### config.mk
export PLATFORM = sky130hd
export DESIGN_NAME = controle_cronometro
export DESIGN_NICKNAME = d
export VERILOG_FILES = /design/src/rtl/controle_cronometro_pkg.sv /design/src/rtl/controle_cronometro_debounce_botao.sv /design/src/rtl/controle_cronometro.sv
export SDC_FILE = /design/constraint.sdc
export NUM_CORES = 1
export LEC_CHECK = 0
export ABC_AREA = 1
export CAP_MARGIN = 25
export CORE_ASPECT_RATIO = 0.75
export CORE_MARGIN = 10
export CORE_UTILIZATION = 47
export DETAILED_ROUTE_END_ITERATION = 7
export PLACE_DENSITY = 0.85
export SLEW_MARGIN = 5
export SYNTH_ARGS = -nofsm -noshare
export SYNTH_HDL_FRONTEND = slang
export SYNTH_HIERARCHICAL = 1
export SYNTH_SLANG_ARGS = --single-unit
### constraint.sdc
create_clock -name clk_100hz -period 4.4 [get_ports clk_100hz]
set_input_delay 0.44 -clock clk_100hz [delete_from_list [all_inputs] [get_ports clk_100hz]]
set_output_delay 0.44 -clock clk_100hz [all_outputs]
set_load 0.05 [all_outputs]
### src/rtl/controle_cronometro_pkg.sv
// Shared definitions for the stopwatch front-panel control: FSM states and BCD word sizes.
package controle_cronometro_pkg;

  localparam int DIGIT_W = 4;
  localparam int TIME_W  = 4 * DIGIT_W;

  typedef enum logic [1:0] {
    PARADO   = 2'd0,
    CONTANDO = 2'd1,
    PAUSADO  = 2'd2,
    VOLTA    = 2'd3
  } estado_t;

endpackage

### src/rtl/controle_cronometro_debounce_botao.sv
// Push-button conditioning: 2-flop synchronizer, consecutive-sample debounce and press pulse.
module debounce_botao #(
  parameter int DEBOUNCE_TICKS = 3,
  parameter int CNT_W          = 2
) (
  input  logic clk,
  input  logic reset,
  input  logic key_n,
  output logic evento
);

  localparam logic [CNT_W-1:0] LAST = CNT_W'(DEBOUNCE_TICKS - 1);

  logic             sync1;
  logic             sync2;
  logic             nivel;
  logic [CNT_W-1:0] cnt;
  logic             difere;

  assign difere = (sync2 != nivel);

  // The press pulse fires on the same edge that commits the debounced 1->0 change.
  assign evento = difere && (cnt == LAST) && nivel;

  // Synchronizer and debounce counter; any sample matching the current level restarts the count.
  always_ff @(posedge clk) begin
    if (!reset) begin
      sync1 <= 1'b1;
      sync2 <= 1'b1;
      nivel <= 1'b1;
      cnt   <= {CNT_W{1'b0}};
    end else begin
      sync1 <= key_n;
      sync2 <= sync1;
      if (!difere) begin
        cnt <= {CNT_W{1'b0}};
      end else if (cnt == LAST) begin
        nivel <= sync2;
        cnt   <= {CNT_W{1'b0}};
      end else begin
        cnt <= cnt + {{(CNT_W-1){1'b0}}, 1'b1};
      end
    end
  end

endmodule

### src/rtl/controle_cronometro.sv
// Stopwatch control: debounced buttons drive a run/pause/lap/clear FSM, a lap latch and the display mux.
module controle_cronometro
  import controle_cronometro_pkg::*;
#(
  parameter int DEBOUNCE_TICKS = 3,
  parameter int CNT_W          = 2
) (
  input  logic              clk_100hz,
  input  logic              reset,
  input  logic              key_start_n,
  input  logic              key_volta_n,
  input  logic [TIME_W-1:0] tempo_bcd,
  output logic              enable,
  output logic              zera_n,
  output logic              congela,
  output logic [TIME_W-1:0] volta_bcd,
  output logic [TIME_W-1:0] disp_bcd
);

  logic ev_start;
  logic ev_volta_raw;
  logic ev_volta;

  estado_t           estado;
  estado_t           prox_estado;
  logic              prox_zera_n;
  logic [TIME_W-1:0] prox_volta_bcd;

  debounce_botao #(.DEBOUNCE_TICKS(DEBOUNCE_TICKS), .CNT_W(CNT_W)) u_deb_start (
    .clk    (clk_100hz),
    .reset  (reset),
    .key_n  (key_start_n),
    .evento (ev_start)
  );

  debounce_botao #(.DEBOUNCE_TICKS(DEBOUNCE_TICKS), .CNT_W(CNT_W)) u_deb_volta (
    .clk    (clk_100hz),
    .reset  (reset),
    .key_n  (key_volta_n),
    .evento (ev_volta_raw)
  );

  // START has priority when both presses mature on the same edge.
  assign ev_volta = ev_volta_raw && !ev_start;

  // Next state, clear pulse and lap latch value.
  always_comb begin
    prox_estado    = estado;
    prox_zera_n    = 1'b1;
    prox_volta_bcd = volta_bcd;
    case (estado)
      PARADO: begin
        if (ev_start) begin
          prox_estado = CONTANDO;
        end else if (ev_volta) begin
          prox_zera_n    = 1'b0;
          prox_volta_bcd = {TIME_W{1'b0}};
        end else begin
          prox_estado = PARADO;
        end
      end
      CONTANDO: begin
        if (ev_start) begin
          prox_estado = PAUSADO;
        end else if (ev_volta) begin
          prox_estado    = VOLTA;
          prox_volta_bcd = tempo_bcd;
        end else begin
          prox_estado = CONTANDO;
        end
      end
      VOLTA: begin
        if (ev_start) begin
          prox_estado = PAUSADO;
        end else if (ev_volta) begin
          prox_estado = CONTANDO;
        end else begin
          prox_estado = VOLTA;
        end
      end
      PAUSADO: begin
        if (ev_start) begin
          prox_estado = CONTANDO;
        end else if (ev_volta) begin
          prox_estado    = PARADO;
          prox_zera_n    = 1'b0;
          prox_volta_bcd = {TIME_W{1'b0}};
        end else begin
          prox_estado = PAUSADO;
        end
      end
      default: begin
        prox_estado    = PARADO;
        prox_volta_bcd = {TIME_W{1'b0}};
      end
    endcase
  end

  // State and registered outputs; enable/freeze are decoded from the next state.
  always_ff @(posedge clk_100hz) begin
    if (!reset) begin
      estado    <= PARADO;
      enable    <= 1'b0;
      zera_n    <= 1'b1;
      congela   <= 1'b0;
      volta_bcd <= {TIME_W{1'b0}};
    end else begin
      estado    <= prox_estado;
      enable    <= (prox_estado == CONTANDO) || (prox_estado == VOLTA);
      zera_n    <= prox_zera_n;
      congela   <= (prox_estado == VOLTA);
      volta_bcd <= prox_volta_bcd;
    end
  end

  assign disp_bcd = congela ? volta_bcd : tempo_bcd;

endmodule
Yosys cells after proc, flatten, opt, wreduce, memory -nomap -nowiden
Cells that the tools add are included.
W data, S select, Z words.
Cells by class
  magnitude comparators: 0
  equality and inequality tests: 13
  multipliers: 0
  shifts and indexed selects: 0
  reductions and logical operators: 16
  $add $sub $neg: 2
  mux-type cells: 16
  divide/modulo/power cells: 0
  bitwise operators: 4
Operator list (count)
  $mux W16: 5
  $pmux W16 S2: 1
  $mux W2: 8
  $eq A2 B2 Y1 const B: 5
  $reduce_or A3 Y1: 3
  $pmux W2 S4: 1
  $ne A2 B2 Y1 const B: 3
  $logic_and A1 B1 Y1: 5
  $reduce_and A5 Y1: 1
  $add A2 B1 Y2 const B: 2
  $eq A2 B1 Y1 const B: 2
  $not A1 Y1: 4
  $reduce_and A2 Y1: 2
  $logic_not A2 Y1: 1
  $ne A1 B1 Y1: 2
  $ne A2 B1 Y1 const B: 1
  $reduce_bool A2 Y1: 1
  $reduce_or A2 Y1: 1
  $logic_not A1 Y1: 1
  $logic_or A1 B1 Y1: 1
  $mux W1: 1
Word-level totals
  memory bits (read-only): 0
  flip-flop bits (word level): 31
  input bits: 20
  RAM bits: 0
  bits in latches: 0
  output and inout bits: 35
  memories: 0
  word-level logic and storage cells: 64

Depth between registers and ports, before layout
  word-level depth: 10
  mapped depth: 12
  mapped depth without buffers: 11

Cells and area by module
The synthesis kept the hierarchy.
By module, submodules not included
  controle_cronometro: area each 1077.3 um2, sequential area each 400.4 um2, instances 1, cells each 147
  debounce_botao: area each 191.4 um2, sequential area each 100.1 um2, instances 2, cells each 22

Least setup slack after synthesis
OpenSTA, ideal clock, no wires.
  path type: register to output
  from: register congela
  to: output disp_bcd[13]
  slack: 2.106 ns
  cell stages (with the launch flop): 5
  arrival: 1.854 ns
  required time: 3.960 ns
  path buffers: 2
  cell sequence: dfxtp_1 > buf_2 > buf_6 > nor2_1 > a21oi_1
On the way
  word-level cells in the longest chain between the ends: 1
Ends and longest elaborated chain
  start: declaration: RTL line controle_cronometro.sv:15  | output logic congela,
  start signal: assignment: RTL line controle_cronometro.sv:111  | congela <= (prox_estado == VOLTA);
  $mux W16: RTL line controle_cronometro.sv:116  | assign disp_bcd = congela ? volta_bcd : tempo_bcd;
  end: declaration: RTL line controle_cronometro.sv:17  | output logic [TIME_W-1:0] disp_bcd
No other way between the ends.

Final worst setup path
  from: register congela
  to: output disp_bcd[7]
The elaborated chain is that of the path after synthesis.

==> results.py <==
metrics = {
    "run_status": {
        "status": "finished clean",
    },
    "power": {
        "power.leakage_nw": 0.846,
        "peakVddDrop_mv": 0.135,
        "powerDensity_nw_per_um2": 285,
        "p_total_mw": 0.588,
    },
    "synthesis": {
        "synth_warnings": 6,
        "synth_top_cell_by_area": "dfxtp_1",
        "ys_types": 22,
        "synth_top_family_by_area": "simple AND/OR/NAND/NOR gates",
        "async_flop_share": 0,
        "netlist_top_cells_count": "55 x nand2_1, 40 x nor2_1, 30 x dfxtp_1, 12 x inv_1, 8 x mux2_1",
        "synth_xor_area_frac": 0,
        "yosysSeqAreaShare": 0.411,
        "netlist_instances": 191,
        "synth_mux_area_frac": 0.116,
        "synth-simple-area-share": 0.336,
        "synthesis.nets": 214,
        "synth_area_leaders": "dfxtp_1 41%, nand2_1 14%, nor2_1 10%, mux2_1 6.2%, mux2_2 5.4%",
        "synth_top_area_frac": 0.411,
        "synth_edf_count": 0,
        "synth-compound-area-share": 0.0206,
        "syn_avg_cell_area_um2": 7.64,
        "yosysMostFrequentCell": "nand2_1",
        "syn-cell-area_um2": 1460,
        "synth_fa_ha_area_frac": 0.0257,
        "synth-seq-cells": 30,
        "ys.flop_type": "dfxtp_1",
    },
    "sta": {
        "setup_viol_count_final": 0,
        "worst_slack_ns": 1.73,
        "drv_slew": 0,
        "worst_pin_slew_ns": 0.781,
        "period_minus_slack_ns": 2.67,
        "max_freq_ghz": 0.374,
        "rsz0062_at_grt": "false",
        "hold_viol": 0,
        "maxSlewHeadroom": 0.479,
        "final.setup_skew_ns": 0.00538,
        "setup_tns_ns": 0,
        "period_share": 0.608,
    },
    "die": {
        "die_height_um": 68.3,
        "num_rows": 17,
        "num_io_pins": 55,
        "fp.dieW_um": 84.4,
        "die_area_um2": 5760,
        "start_util": 0.494,
        "core_um2": 2960,
    },
    "global_routing": {
        "grt-ovfl-total": 0,
        "groute.usage.overall": 0.125,
        "grt_pass1_vias": 1267,
        "grt_max_degree": 31,
        "grt_pass1_wl_mm": 5.81,
        "antenna_found_initial": 0,
    },
    "critical_path": {
        "crit_buf_inv": 1,
        "start_kind": "flip-flop",
        "slowest_delay_ns": 0.83,
        "cp_top_family": "flip-flops",
        "crit_required_ns": 3.96,
        "end_kind": "output pin",
        "worstSetupPathType": "reg2out",
        "path_max_fanout": 18,
        "slowest_stage": "dfxtp_1",
        "cp.arrival_ns": 2.23,
        "crit_chain": "mux2_1, clkdlybuf4s50_1",
    },
    "clock_tree": {
        "postCtsSetupRepairBufs": 0,
        "cts.sinks": 30,
        "hold_buffers": 0,
        "cts_tree": "yes",
        "cts_resized": 0,
        "cts.path.max_buffers": 2,
        "cts_max_level": 2,
        "worstSkewPairLatency_ns": 0.29,
        "cts_buffers": 5,
        "clockRootBuffer": "clkbuf_8",
        "cts.clk_slew.worst_paths_ns": 0.07,
    },
    "placed_design": {
        "gp_congestion": 0.703,
        "port_buffers": 54,
        "place_hpwl_mm": 2.80,
        "dp_slack_ns": 2.02,
    },
    "route": {
        "wire_per_inst_um": 13.1,
        "vias": 1320,
        "drt-pass1-iter-count": 4,
        "post_drt_via_cell_ratio": 4.68,
        "ant_nets": 0,
        "dr.first_iter.drc_count": 39,
        "route.detailed.drc": 0,
        "wirelength_mm": 3.70,
    },
    "final_layout": {
        "drive_gt1_frac": 0.127,
        "fillers": 252,
        "area_growth_pct": 41.3,
        "seqCellArea_um2": 601,
        "nets": 266,
        "multi_input_area_um2": 727,
        "diodes": 0,
        "post-route-util": 0.698,
    },
    "job": {
        "cap_violations": 0,
    },
    "worst_hold_path": {
        "holdCritPathClass": "reg2reg",
    },
}
[path summary, 6_finish.rpt]
| path | cells after the start | startpoint | slack, ns | endpoint |
|---|---|---|---|---|
| max | 2 | congela | 1.73 | disp_bcd[7] |
| min | 1 | u_deb_start/cnt[0] | 0.41 | u_deb_start/cnt[0] |
| max reg2reg | 8 | enable | 2.24 | volta_bcd[14] |
| min reg2reg | 1 | u_deb_start/cnt[0] | 0.41 | u_deb_start/cnt[0] |
[area by class of cell]
type,count,area share
sequential,30,0.291
tap,38,0.0230
clock buffer,7,0.0418
multi-input combinational,137,0.352
timing repair buffer,54,0.262
inverter,15,0.0273
clock inverter,1,0.00243
[flip-flops by register name, summed over array words and instances, names as in the netlist]
name               flops
u_deb_start/sync2      1
zera_n                 1
estado                 1
u_deb_volta/nivel      1
congela                1
u_deb_volta/cnt        2
u_deb_start/sync1      1
u_deb_start/nivel      1
enable                 1
volta_bcd             16
u_deb_volta/sync1      1
u_deb_volta/sync2      1
u_deb_start/cnt        2
[kinds of logic after synthesis]
logic type,after synthesis
mux,15
flops,30
buf+inv,24
compound gates,6
simple gates,113
fa+ha+maj,3
[metal layers]
layer,vias up,share of wire,GRT usage
met2,34,0.49,0.210
met1,589,0.40,0.125
li1,687,-,-
met5,-,0,0
met3,10,0.085,0.0605
met4,0,0.025,0.0799
[worst register-to-register path: stages (launching register included)]
cell	delay [ns]
dfxtp_1	0.82
inv_1	0.15
ha_1	0.23
inv_2	0.06
nand2_4	0.06
nor2_4	0.48
nand2_1	0.11
nand2_1	0.09
nor2_1	0.05
[through the flow]
step | cell area (um^2) | hold WS (ns) | std cells
finish | 2060 | 0.409 | 282
global route | 2060 | 0.424 | 282
CTS | 2060 | 0.413 | 282
detailed placement | 1970 | 0.403 | 274
global placement | 1970 | 0.395 | 274
floorplan | 1460 | 0.390 | 191
[power by group]
| group | leakage [nW] | internal (mW) | switching [mW] |
|---|---|---|---|
| Sequential | 0.243 | 0.274 | 0.00129 |
| Clock | 0.0482 | 0.126 | 0.105 |
| Combinational | 0.555 | 0.0362 | 0.0456 |
| Total | 0.846 | 0.436 | 0.151 |
[placed cells by master (no fill, tap or decap), types with 3 or more instances in the layout]
cell	instances
inv_2	3
mux2_1	8
a21oi_1	3
dfxtp_1	30
nor2_1	40
clkdlybuf4s50_1	54
mux2_2	7
ha_1	3
clkbuf_8	6
nand2_2	3
inv_1	12
nand2_1	55
or2_2	4
No activity file was read; power rests on OpenSTA's default activity.
